### config.mk
export PLATFORM = sky130hd
export DESIGN_NAME = taxi_fare_engine_flat
export DESIGN_NICKNAME = d
export VERILOG_FILES = /design/src/rtl/taxi_fare_engine_pkg.sv /design/src/rtl/taxi_fare_engine_if.sv /design/src/rtl/bin2bcd_seq.sv /design/src/rtl/taxi_fare_engine.sv /design/src/flat_wrapper.sv
export SDC_FILE = /design/constraint.sdc
export NUM_CORES = 1
export LEC_CHECK = 0
export BUFFER_PORTS_ARGS = -buffer_cell sky130_fd_sc_hd__buf_2
export CORE_ASPECT_RATIO = 0.5
export CORE_MARGIN = 2
export CORE_UTILIZATION = 40
export DETAILED_ROUTE_END_ITERATION = 16
export GPL_ROUTABILITY_DRIVEN = 0
export SETUP_SLACK_MARGIN = 0.1
export SYNTH_ARGS = -nofsm -noshare
export SYNTH_HDL_FRONTEND = slang
export SYNTH_SLANG_ARGS = --single-unit
### constraint.sdc
create_clock -name clk_50MHz -period 8.43 [get_ports clk_50MHz]
set_input_delay 0.4215 -clock clk_50MHz [delete_from_list [all_inputs] [get_ports clk_50MHz]]
set_output_delay 0.4215 -clock clk_50MHz [all_outputs]
set_load 0.05 [all_outputs]
### src/rtl/taxi_fare_engine_pkg.sv
// Shared types and helpers for the taximeter fare core.
package taxi_pkg;

   typedef enum logic [1:0] {
      IDLE  = 2'd0,
      RUN   = 2'd1,
      PAUSE = 2'd2
   } taxi_state_t;

   // Largest fare representable in the given number of decimal digits.
   function automatic int calc_max_fare(input int digits);
      int m;
      m = 1;
      for (int i = 0; i < digits; i++) m = m * 10;
      return m - 1;
   endfunction

endpackage

### src/rtl/taxi_fare_engine_if.sv
// Trip controls and fare results shared between the fare core and its user.
interface taxi_fare_engine_if #(
   parameter int DIGITS = 4,
   parameter int FARE_W = 4 * DIGITS
);
   logic                  start;
   logic                  pause;
   logic                  night;
   logic [2:0]            speed;
   logic                  meter_on;
   logic                  tick;
   logic [FARE_W-1:0]     fare_bin;
   logic [4*DIGITS-1:0]   fare_bcd;
   logic                  bcd_valid;
   logic                  busy;

   modport master (
      output start, pause, night, speed,
      input  meter_on, tick, fare_bin, fare_bcd, bcd_valid, busy
   );

   modport slave (
      input  start, pause, night, speed,
      output meter_on, tick, fare_bin, fare_bcd, bcd_valid, busy
   );
endinterface

### src/rtl/bin2bcd_seq.sv
// Sequential double-dabble converter: one shift plus add-3 per cycle, W cycles.
// The bcd output only changes on completion, so it never shows a partial value.
module bin2bcd_seq #(
   parameter int W      = 16,
   parameter int DIGITS = 4
) (
   input  logic                clk_50MHz,
   input  logic                rst,
   input  logic                go,
   input  logic [W-1:0]        bin,
   output logic                busy,
   output logic                done,
   output logic [4*DIGITS-1:0] bcd
);
   localparam int CW = $clog2(W + 1);

   logic [W-1:0]        sh;
   logic [4*DIGITS-1:0] acc, acc_adj, acc_nxt;
   logic [CW-1:0]       cnt;

   // one double-dabble step: add 3 to digits >= 5, then shift in the next bit
   always_comb begin
      acc_adj = acc;
      for (int d = 0; d < DIGITS; d++)
         if (acc[4*d +: 4] >= 4'd5) acc_adj[4*d +: 4] = acc[4*d +: 4] + 4'd3;
      acc_nxt = {acc_adj[4*DIGITS-2:0], sh[W-1]};
   end

   // launch, step and publish the conversion
   always_ff @(posedge clk_50MHz) begin
      if (rst) begin
         busy <= 1'b0;
         done <= 1'b0;
         bcd  <= '0;
         acc  <= '0;
         sh   <= '0;
         cnt  <= '0;
      end else begin
         done <= 1'b0;
         if (busy) begin
            acc <= acc_nxt;
            sh  <= {sh[W-2:0], 1'b0};
            cnt <= cnt + CW'(1);
            if (cnt == CW'(W - 1)) begin
               busy <= 1'b0;
               done <= 1'b1;
               bcd  <= acc_nxt;
            end
         end else if (go) begin
            sh   <= bin;
            acc  <= '0;
            cnt  <= '0;
            busy <= 1'b1;
         end
      end
   end
endmodule

### src/rtl/taxi_fare_engine.sv
// Taximeter fare core: tick divider, IDLE/RUN/PAUSE metering, floor and
// saturation, and a BCD view of the charged fare.
module taxi_fare_engine
   import taxi_pkg::*;
#(
   parameter int CLK_HZ     = 50000000,
   parameter int TICK_HZ    = 1,
   parameter int DIGITS     = 4,
   parameter int FARE_W     = 4 * DIGITS,
   parameter int START_FARE = 30,
   parameter int WAIT_TICKS = 5,
   parameter int WAIT_RATE  = 1
) (
   input  logic              clk_50MHz,
   input  logic              rst,
   taxi_fare_engine_if.slave bus
);
   localparam int DIV      = CLK_HZ / TICK_HZ;
   localparam int DIV_W    = $clog2(DIV);
   localparam int MAX_FARE = calc_max_fare(DIGITS);
   localparam int WC_W     = $clog2(WAIT_TICKS + 1);
   localparam int SUM_W    = FARE_W + 1;

   taxi_state_t         state;
   logic [DIV_W-1:0]    div_cnt;
   logic                tick;
   logic [FARE_W-1:0]   meter, fare_bin, last_bin, meter_sat;
   logic [WC_W-1:0]     wait_cnt;
   logic                meter_on;
   logic [SUM_W-1:0]    inc, sum;
   logic                conv_go, conv_busy, conv_done;
   logic [4*DIGITS-1:0] conv_bcd;

   // free-running divider; wraps right after the terminal (tick) cycle
   always_ff @(posedge clk_50MHz) begin
      if (rst || tick) div_cnt <= '0;
      else             div_cnt <= div_cnt + DIV_W'(1);
   end
   assign tick = (div_cnt == DIV_W'(DIV - 1));

   // this tick's increment (distance or waiting charge) and the clamped sum
   always_comb begin
      if (bus.speed != 3'd0) inc = SUM_W'(bus.speed) << bus.night;
      else                   inc = SUM_W'(WAIT_RATE) << bus.night;
      sum       = {1'b0, meter} + inc;
      meter_sat = (sum > SUM_W'(MAX_FARE)) ? FARE_W'(MAX_FARE) : sum[FARE_W-1:0];
   end

   // trip state machine with metering; start low clears the trip first
   always_ff @(posedge clk_50MHz) begin
      if (rst || !bus.start) begin
         state    <= IDLE;
         meter    <= '0;
         wait_cnt <= '0;
         meter_on <= 1'b0;
      end else begin
         // the registered state decides, so a tick coinciding with pause rising counts
         if (state == RUN && tick) begin
            if (bus.speed != 3'd0) begin
               meter    <= meter_sat;
               wait_cnt <= '0;
            end else if (wait_cnt == WC_W'(WAIT_TICKS - 1)) begin
               meter    <= meter_sat;
               wait_cnt <= '0;
            end else begin
               wait_cnt <= wait_cnt + WC_W'(1);
            end
         end
         meter_on <= 1'b1;
         case (state)
            IDLE:    state <= bus.pause ? PAUSE : RUN;
            RUN:     if (bus.pause)  state <= PAUSE;
            PAUSE:   if (!bus.pause) state <= RUN;
            default: begin
               state    <= IDLE;
               meter_on <= 1'b0;
            end
         endcase
      end
   end

   assign fare_bin = (state == IDLE) ? '0 :
                     (meter < FARE_W'(START_FARE)) ? FARE_W'(START_FARE) : meter;

   // relaunch whenever the converter is free and the fare moved since the last launch
   assign conv_go = !conv_busy && (fare_bin != last_bin);

   // value most recently handed to the converter; 0 after reset so idle fare stays quiet
   always_ff @(posedge clk_50MHz) begin
      if (rst)          last_bin <= '0;
      else if (conv_go) last_bin <= fare_bin;
   end

   bin2bcd_seq #(.W(FARE_W), .DIGITS(DIGITS)) u_bcd (
      .clk_50MHz (clk_50MHz),
      .rst       (rst),
      .go        (conv_go),
      .bin       (fare_bin),
      .busy      (conv_busy),
      .done      (conv_done),
      .bcd       (conv_bcd)
   );

   assign bus.meter_on  = meter_on;
   assign bus.tick      = tick;
   assign bus.fare_bin  = fare_bin;
   assign bus.fare_bcd  = conv_bcd;
   assign bus.bcd_valid = conv_done;
   assign bus.busy      = conv_busy;
endmodule
### src/flat_wrapper.sv
// flat-port wrapper written by rule: the top's interface ports become plain ports
module taxi_fare_engine_flat import taxi_pkg::*;
#(
   parameter int CLK_HZ     = 50000000,
   parameter int TICK_HZ    = 1,
   parameter int DIGITS     = 4,
   parameter int FARE_W     = 4 * DIGITS,
   parameter int START_FARE = 30,
   parameter int WAIT_TICKS = 5,
   parameter int WAIT_RATE  = 1
)
  (clk_50MHz, rst, bus_start, bus_pause, bus_night, bus_speed, bus_meter_on, bus_tick, bus_fare_bin, bus_fare_bcd, bus_bcd_valid, bus_busy);
  taxi_fare_engine_if #(.DIGITS(DIGITS), .FARE_W(FARE_W)) bus_i ();
  input  logic clk_50MHz;
  input  logic rst;
  input wire logic [$bits(bus_i.start)-1:0] bus_start;
  input wire logic [$bits(bus_i.pause)-1:0] bus_pause;
  input wire logic [$bits(bus_i.night)-1:0] bus_night;
  input wire logic [$bits(bus_i.speed)-1:0] bus_speed;
  output wire logic [$bits(bus_i.meter_on)-1:0] bus_meter_on;
  output wire logic [$bits(bus_i.tick)-1:0] bus_tick;
  output wire logic [$bits(bus_i.fare_bin)-1:0] bus_fare_bin;
  output wire logic [$bits(bus_i.fare_bcd)-1:0] bus_fare_bcd;
  output wire logic [$bits(bus_i.bcd_valid)-1:0] bus_bcd_valid;
  output wire logic [$bits(bus_i.busy)-1:0] bus_busy;
  assign bus_i.start = bus_start;
  assign bus_i.pause = bus_pause;
  assign bus_i.night = bus_night;
  assign bus_i.speed = bus_speed;
  assign bus_meter_on = bus_i.meter_on;
  assign bus_tick = bus_i.tick;
  assign bus_fare_bin = bus_i.fare_bin;
  assign bus_fare_bcd = bus_i.fare_bcd;
  assign bus_bcd_valid = bus_i.bcd_valid;
  assign bus_busy = bus_i.busy;
  taxi_fare_engine #(.CLK_HZ(CLK_HZ), .TICK_HZ(TICK_HZ), .DIGITS(DIGITS), .FARE_W(FARE_W), .START_FARE(START_FARE), .WAIT_TICKS(WAIT_TICKS), .WAIT_RATE(WAIT_RATE)) u_core (.clk_50MHz(clk_50MHz), .rst(rst), .bus(bus_i));
endmodule
Word level (Yosys, flattened, before mapping):

Index checks and enable logic that the tools add are counted.

* register bits after elaboration: 119
* bits of input ports: 8
* output and inout port bits: 36
* word-level logic and storage cells: 81

* $add $sub $neg: 8
* order comparisons: 6
* eq/ne operators: 8
* shift operators: 2
* muxes and demuxes: 27
* bitwise gates (word level): 1
* reduce and logical (&&, ||, !) cells: 16

Operators with widths (number)
* $mux 16: 9
* $add 26x1->26 const B: 1
* $eq 26x26->1 const B: 1
* $add 16x17->17: 1
* $gt 17x14->1 const B: 1
* $mux 17: 1
* $shl 1x1->17 const A: 1
* $shl 3x1->17: 1
* $ge 4x3->1 const B: 4
* $lt 16x5->1 const B: 1
* $ne 16x16->1: 1
* $add 4x2->4 const B: 3
* $mux 4: 3
* $mux 5: 2
* $mux 3: 3
* $mux 2: 3
* $pmux 2 s3: 1
* $reduce_and 2->1: 3
* $add 5x1->5 const B: 1
* $eq 5x4->1 const B: 1
* $mux 1: 5
* $ne 2x2->1 const B: 2
* $reduce_bool 2->1: 2
* $reduce_or 2->1: 2
* 12 further kinds: 15

Logic depth before layout (Yosys ltp):

* depth after elaboration: 7
* mapped depth: 13
* depth with buffers taken out: 13

By module:

Synthesis repeated with hierarchy kept, for this count alone.

* cell total of the unflattened synthesis: 748
* area, all modules: 6399.9 um2

Modules (own cells, without submodules)
* taxi_fare_engine: instances 1, cells an instance 481, area an instance 3950.0 um2, seq. area each 1281.2 um2
* bin2bcd_seq: instances 1, cells an instance 267, area an instance 2449.8 um2, seq. area each 1101.1 um2

Least setup slack after synthesis:

OpenSTA, ideal clock, no wires.

* path type: in2reg
* from: in bus_speed[1]
* to: reg u_core.meter[7]
* library setup time: 116 ps
* data arrival time: 3029 ps
* data required time: 8314 ps
* setup slack: 5285 ps
* stages: 13
* path buffers: 0
* path through: nor2_1 -> nor2_1 -> nor2_1 -> ha_1 -> inv_1 -> fa_1 -> nand2b_1 -> a211oi_2 -> a31oi_1 -> mux2_2 -> a32oi_1 -> a21oi_1 -> a31o_2

* word-level cells in the longest chain between the ends: 7
* elaborated cells between the ends (all ways): 10
* those cells by class: 1 x add/sub; 1 x order compare; 1 x shift; 4 x mux; 3 x reduce/logical

RTL lines
* from (decl): RTL line flat_wrapper.sv:19 `input wire logic [$bits(bus_i.speed)-1:0] bus_speed;`
* $reduce_bool 3->1 / $shl 3x1->17 (equally long branches): RTL line taxi_fare_engine.sv:43, taxi_fare_engine.sv:59
* $mux 17: RTL line taxi_fare_engine.sv:43 `if (bus.speed != 3'd0) inc = SUM_W'(bus.speed) << bus.night;`
* $add 16x17->17: RTL line taxi_fare_engine.sv:45 `sum = {1'b0, meter} + inc;`
* $gt 17x14->1: RTL line taxi_fare_engine.sv:46 `meter_sat = (sum > SUM_W'(MAX_FARE)) ? FARE_W'(MAX_FARE) : sum[FARE_W-1:0];`
* $mux 16: RTL line taxi_fare_engine.sv:46
* $mux 16: RTL line taxi_fare_engine.sv:62 `end else if (wait_cnt == WC_W'(WAIT_TICKS - 1)) begin`
* $mux 16: RTL line taxi_fare_engine.sv:59 `if (bus.speed != 3'd0) begin`
* to (signal assigned): RTL line taxi_fare_engine.sv:60 `meter <= meter_sat;`
* to (signal assigned): RTL line taxi_fare_engine.sv:63 `meter <= meter_sat;`
* to (decl): RTL line taxi_fare_engine.sv:27 `logic [FARE_W-1:0] meter, fare_bin, last_bin, meter_sat;`

Several ways; a longest one is shown, not always the timed one. The select of a mux whose other input is x is not followed.
A chain may end at the register's enable or synchronous reset.

Final worst setup path:

* from: reg u_core.meter[7]
* to: reg u_core.last_bin[4]

* word-level cells in the longest chain between the ends: 5

RTL lines
* $lt 16x5->1: RTL line taxi_fare_engine.sv:83 `(meter < FARE_W'(START_FARE)) ? FARE_W'(START_FARE) : meter;`
* $mux 16 (*): RTL line taxi_fare_engine.sv:83
* $mux 16 (*): RTL line taxi_fare_engine.sv:82 `assign fare_bin = (state == IDLE) ? '0 :`
* $ne 16x16->1: RTL line taxi_fare_engine.sv:86 `assign conv_go = !conv_busy && (fare_bin != last_bin);`
* $logic_and 1x1->1: RTL line taxi_fare_engine.sv:86
* to (signal assigned): RTL line taxi_fare_engine.sv:91 `else if (conv_go) last_bin <= fare_bin;`
* to (decl): RTL line taxi_fare_engine.sv:27

Every way passes the cells marked *; elsewhere a longest branch is shown, timed or not.

==> run metrics <==
status finished, final reports clean; Worst IR Drop VDD 0.000142 V; router iterations before antenna repair 5; vias post-DR 5,580; CTS tree yes; dpl hpwl 10,100 µm; Hold Buf Count CTS 0; reg-to-reg slack, setup 4.89 ns; largest net degree at the start of global routing 60; site row count 32; die extent in y 93.7 µm; root buffer cell clkbuf_16; total CTS buffers 17; Final nets 821; Cells after Synth 779; CP required 8.74 ns; final core occ 47.3%; layout cells sized above 1 12.1%; final count of hold timing violations 0; post-synth net total 805; Non-Filler Instances 1,011; area share of the largest cell type after synthesis 37.0%; CP max-delay cell a21oi_4; Post-synth EDFFs 0; Synth Cell Area 6430 µm²; post-route setup TNS 0 ns; WS Path Type reg -> reg; area leader, netlist dfxtp_1; placed cells 980; vias per cell 5.52; min Tclk post-route 3.54 ns; # Max-Cap Violations 0; Worst-path clk slew 0.06 ns; crit path cell chain or3_1, and4b_1, or4_1, o21ai_1, a311o_2, buf_4, a21oi_4, mux2_2; Avg Inst Size Synth 8.26 µm²; FF-to-FF End u_core.last_bin[4]$_SDFFE_PP0N_; core box area 15,600 µm²; first-pass GRT wire length 25,500 µm; crit path DAT 3.85 ns; hold path cells 2; WL final 15,100 µm; Starting Density 41.3%; Seq/Total Area, Yosys 37.0%; Tcrit/Tclk final 42.0%; Worst R2R Start u_core.meter[7]$_SDFFE_PP0P_; Hold WC Path Type in -> reg; Slew Limit Fails 0; initial antenna violation count 0; max incr delay on CP 0.61 ns; most frequent cells in the layout 118 x dfxtp_1, 88 x nor2_1, 46 x nand2_1; diodes inserted 0; Pleak 2.71 nW; Pwr Density 210 nW/µm²; I/O Pins 44; clk buf depth 2; Final Instance Area 7370 µm²; reg2reg path depth 8; Final Power 0.00155 W; worst slew pin tran 0.881 ns; IO buf count 43; crit path launch type register; fillers 1,498; Syn-to-layout area delta 14.6%; flop and latch count out of synthesis 119; FMAX 0.282 GHz; YS warnings 0; Final ANT Viol Nets 0; Clk Latency, worst-skew pair 0.42 ns; commonest register cell after synthesis dfxtp_1; hold path start bus_pause; Starting DRT DRC Count 331; die width 183 µm; WHS Endpoint u_core.state[0]$_SDFFE_PP0P_; ys async rst share 0%; Yosys cell types 61; CTS sink cnt 119; Die Footprint 17,200 µm²; Final setup viols 0; crit path max fanout 32; commonest non-fill, non-tap cell in the layout dfxtp_1; vias in the first global route 5,215; Post-DP Area 6720 µm²; Post-CTS Setup Inserts 0; H-Tree Depth 4; worst clock skew 0.00861 ns; gr usage total 18.7%; post_cts resized 0; relative slew slack 41.2%; top cells by area, synth dfxtp_1 37%, nor2_1 5.1%, a21oi_1 3.4%, ha_1 3.3%, nand2b_1 3.2%; Post-route DRC 0; drt wl/cell 14.9 µm; RSZ-0062 raised after global routing false; GRT overflow 0; Worst Setup End Kind register
[layer usage]
metal / global-route usage (%) / vias to the layer above / wire, µm
li1: - / 2841 / -
met1: 23.7 / 2634 / 7170
met2: 31.5 / 91 / 7060
met3: 4.34 / 14 / 640
met4: 6.73 / 0 / 185
met5: 0 / - / 0
[cell families after synthesis]
family	share of synthesized area, %
buffers and inverters	5.46
multiplexers	3.81
XOR/XNOR	4.90
AO/OA/AOI/OAI	18.8
AND/OR/NAND/NOR	26.4
flip-flops	37.0
adder cells (fa/ha/maj)	3.62
[synthesized netlist by cell type, drive strengths merged (3+ instances only)]
cell type,instances
and4,6
nor4,7
nor2b,12
or4,4
o31a,3
nand2,46
dfxtp,119
or3,16
nor3b,7
o32ai,5
a211oi,15
o21ai,36
nor2,88
a41oi,6
nand2b,33
mux2i,11
nand3,28
ha,17
nor4bb,6
nand4,22
a21o,14
and3,8
or2,4
a31oi,11
mux2,12
a311oi,20
a21oi,45
nor3,14
xnor2,16
and2,15
buf,14
inv,32
xor2,20
clkbuf,38
a22o,5
[how the worst max path moves through the flow]
stage          slack [ns]                         endpoint                          from  cells past startpoint
6_report             4.89  u_core.last_bin[4]$_SDFFE_PP0N_  u_core.meter[7]$_SDFFE_PP0P_                      8
2_1_floorplan        5.28     u_core.meter[7]$_SDFFE_PP0P_                  bus_speed[1]                     13
5_1_grt              4.73  u_core.last_bin[4]$_SDFFE_PP0N_  u_core.meter[7]$_SDFFE_PP0P_                      8
4_1_cts              4.91  u_core.last_bin[4]$_SDFFE_PP0N_  u_core.meter[7]$_SDFFE_PP0P_                      8
3_3_place_gp         4.73     u_core.meter[7]$_SDFFE_PP0P_                  bus_speed[1]                     14
3_5_place_dp         4.65     u_core.meter[7]$_SDFFE_PP0P_                  bus_speed[1]                     14
[through the flow]
step	hold slack, ns	setup WS (ns)
global route	0.170	4.73
detailed placement	0.437	4.65
global placement	0.432	4.73
CTS	0.153	4.91
floorplan	0.430	5.28
finish	0.164	4.89
[layout make-up]
type	instances	area (µm²)	area share [%]
Clock inverter	8	168	2.27
Sequential cell	119	2380	32.3
Timing Repair Buffer	49	260	3.53
Multi-Input combinational cell	576	3700	50.2
Clock buffer	23	488	6.62
Tap cell	204	255	3.46
Inverter	32	120	1.63
[critical path: cells and delay by family, from the launching register on]
kind            cells  cell delay, ns
compound gates      3            1.09
buf+inv             1            0.25
mux                 1            0.41
simple gates        3            1.19
flops               1            0.47
[sequential cells by signal, summed over array words and instances (netlist names)]
name,count
u_core.u_bcd.cnt,5
u_core.u_bcd.bcd,16
u_core.bus.meter_on,1
u_core.u_bcd.sh,16
u_core.u_bcd.busy,1
u_core.state,2
u_core.meter,16
u_core.wait_cnt,3
u_core.u_bcd.done,1
u_core.div_cnt,26
u_core.last_bin,16
u_core.u_bcd.acc,16
[power breakdown]
part | internal, W | switching [W]
Sequential | 0.000580 | 0.00000877
Clock | 0.000553 | 0.000258
Combinational | 0.0000463 | 0.0000994
Power figures use the tool's default switching activity.
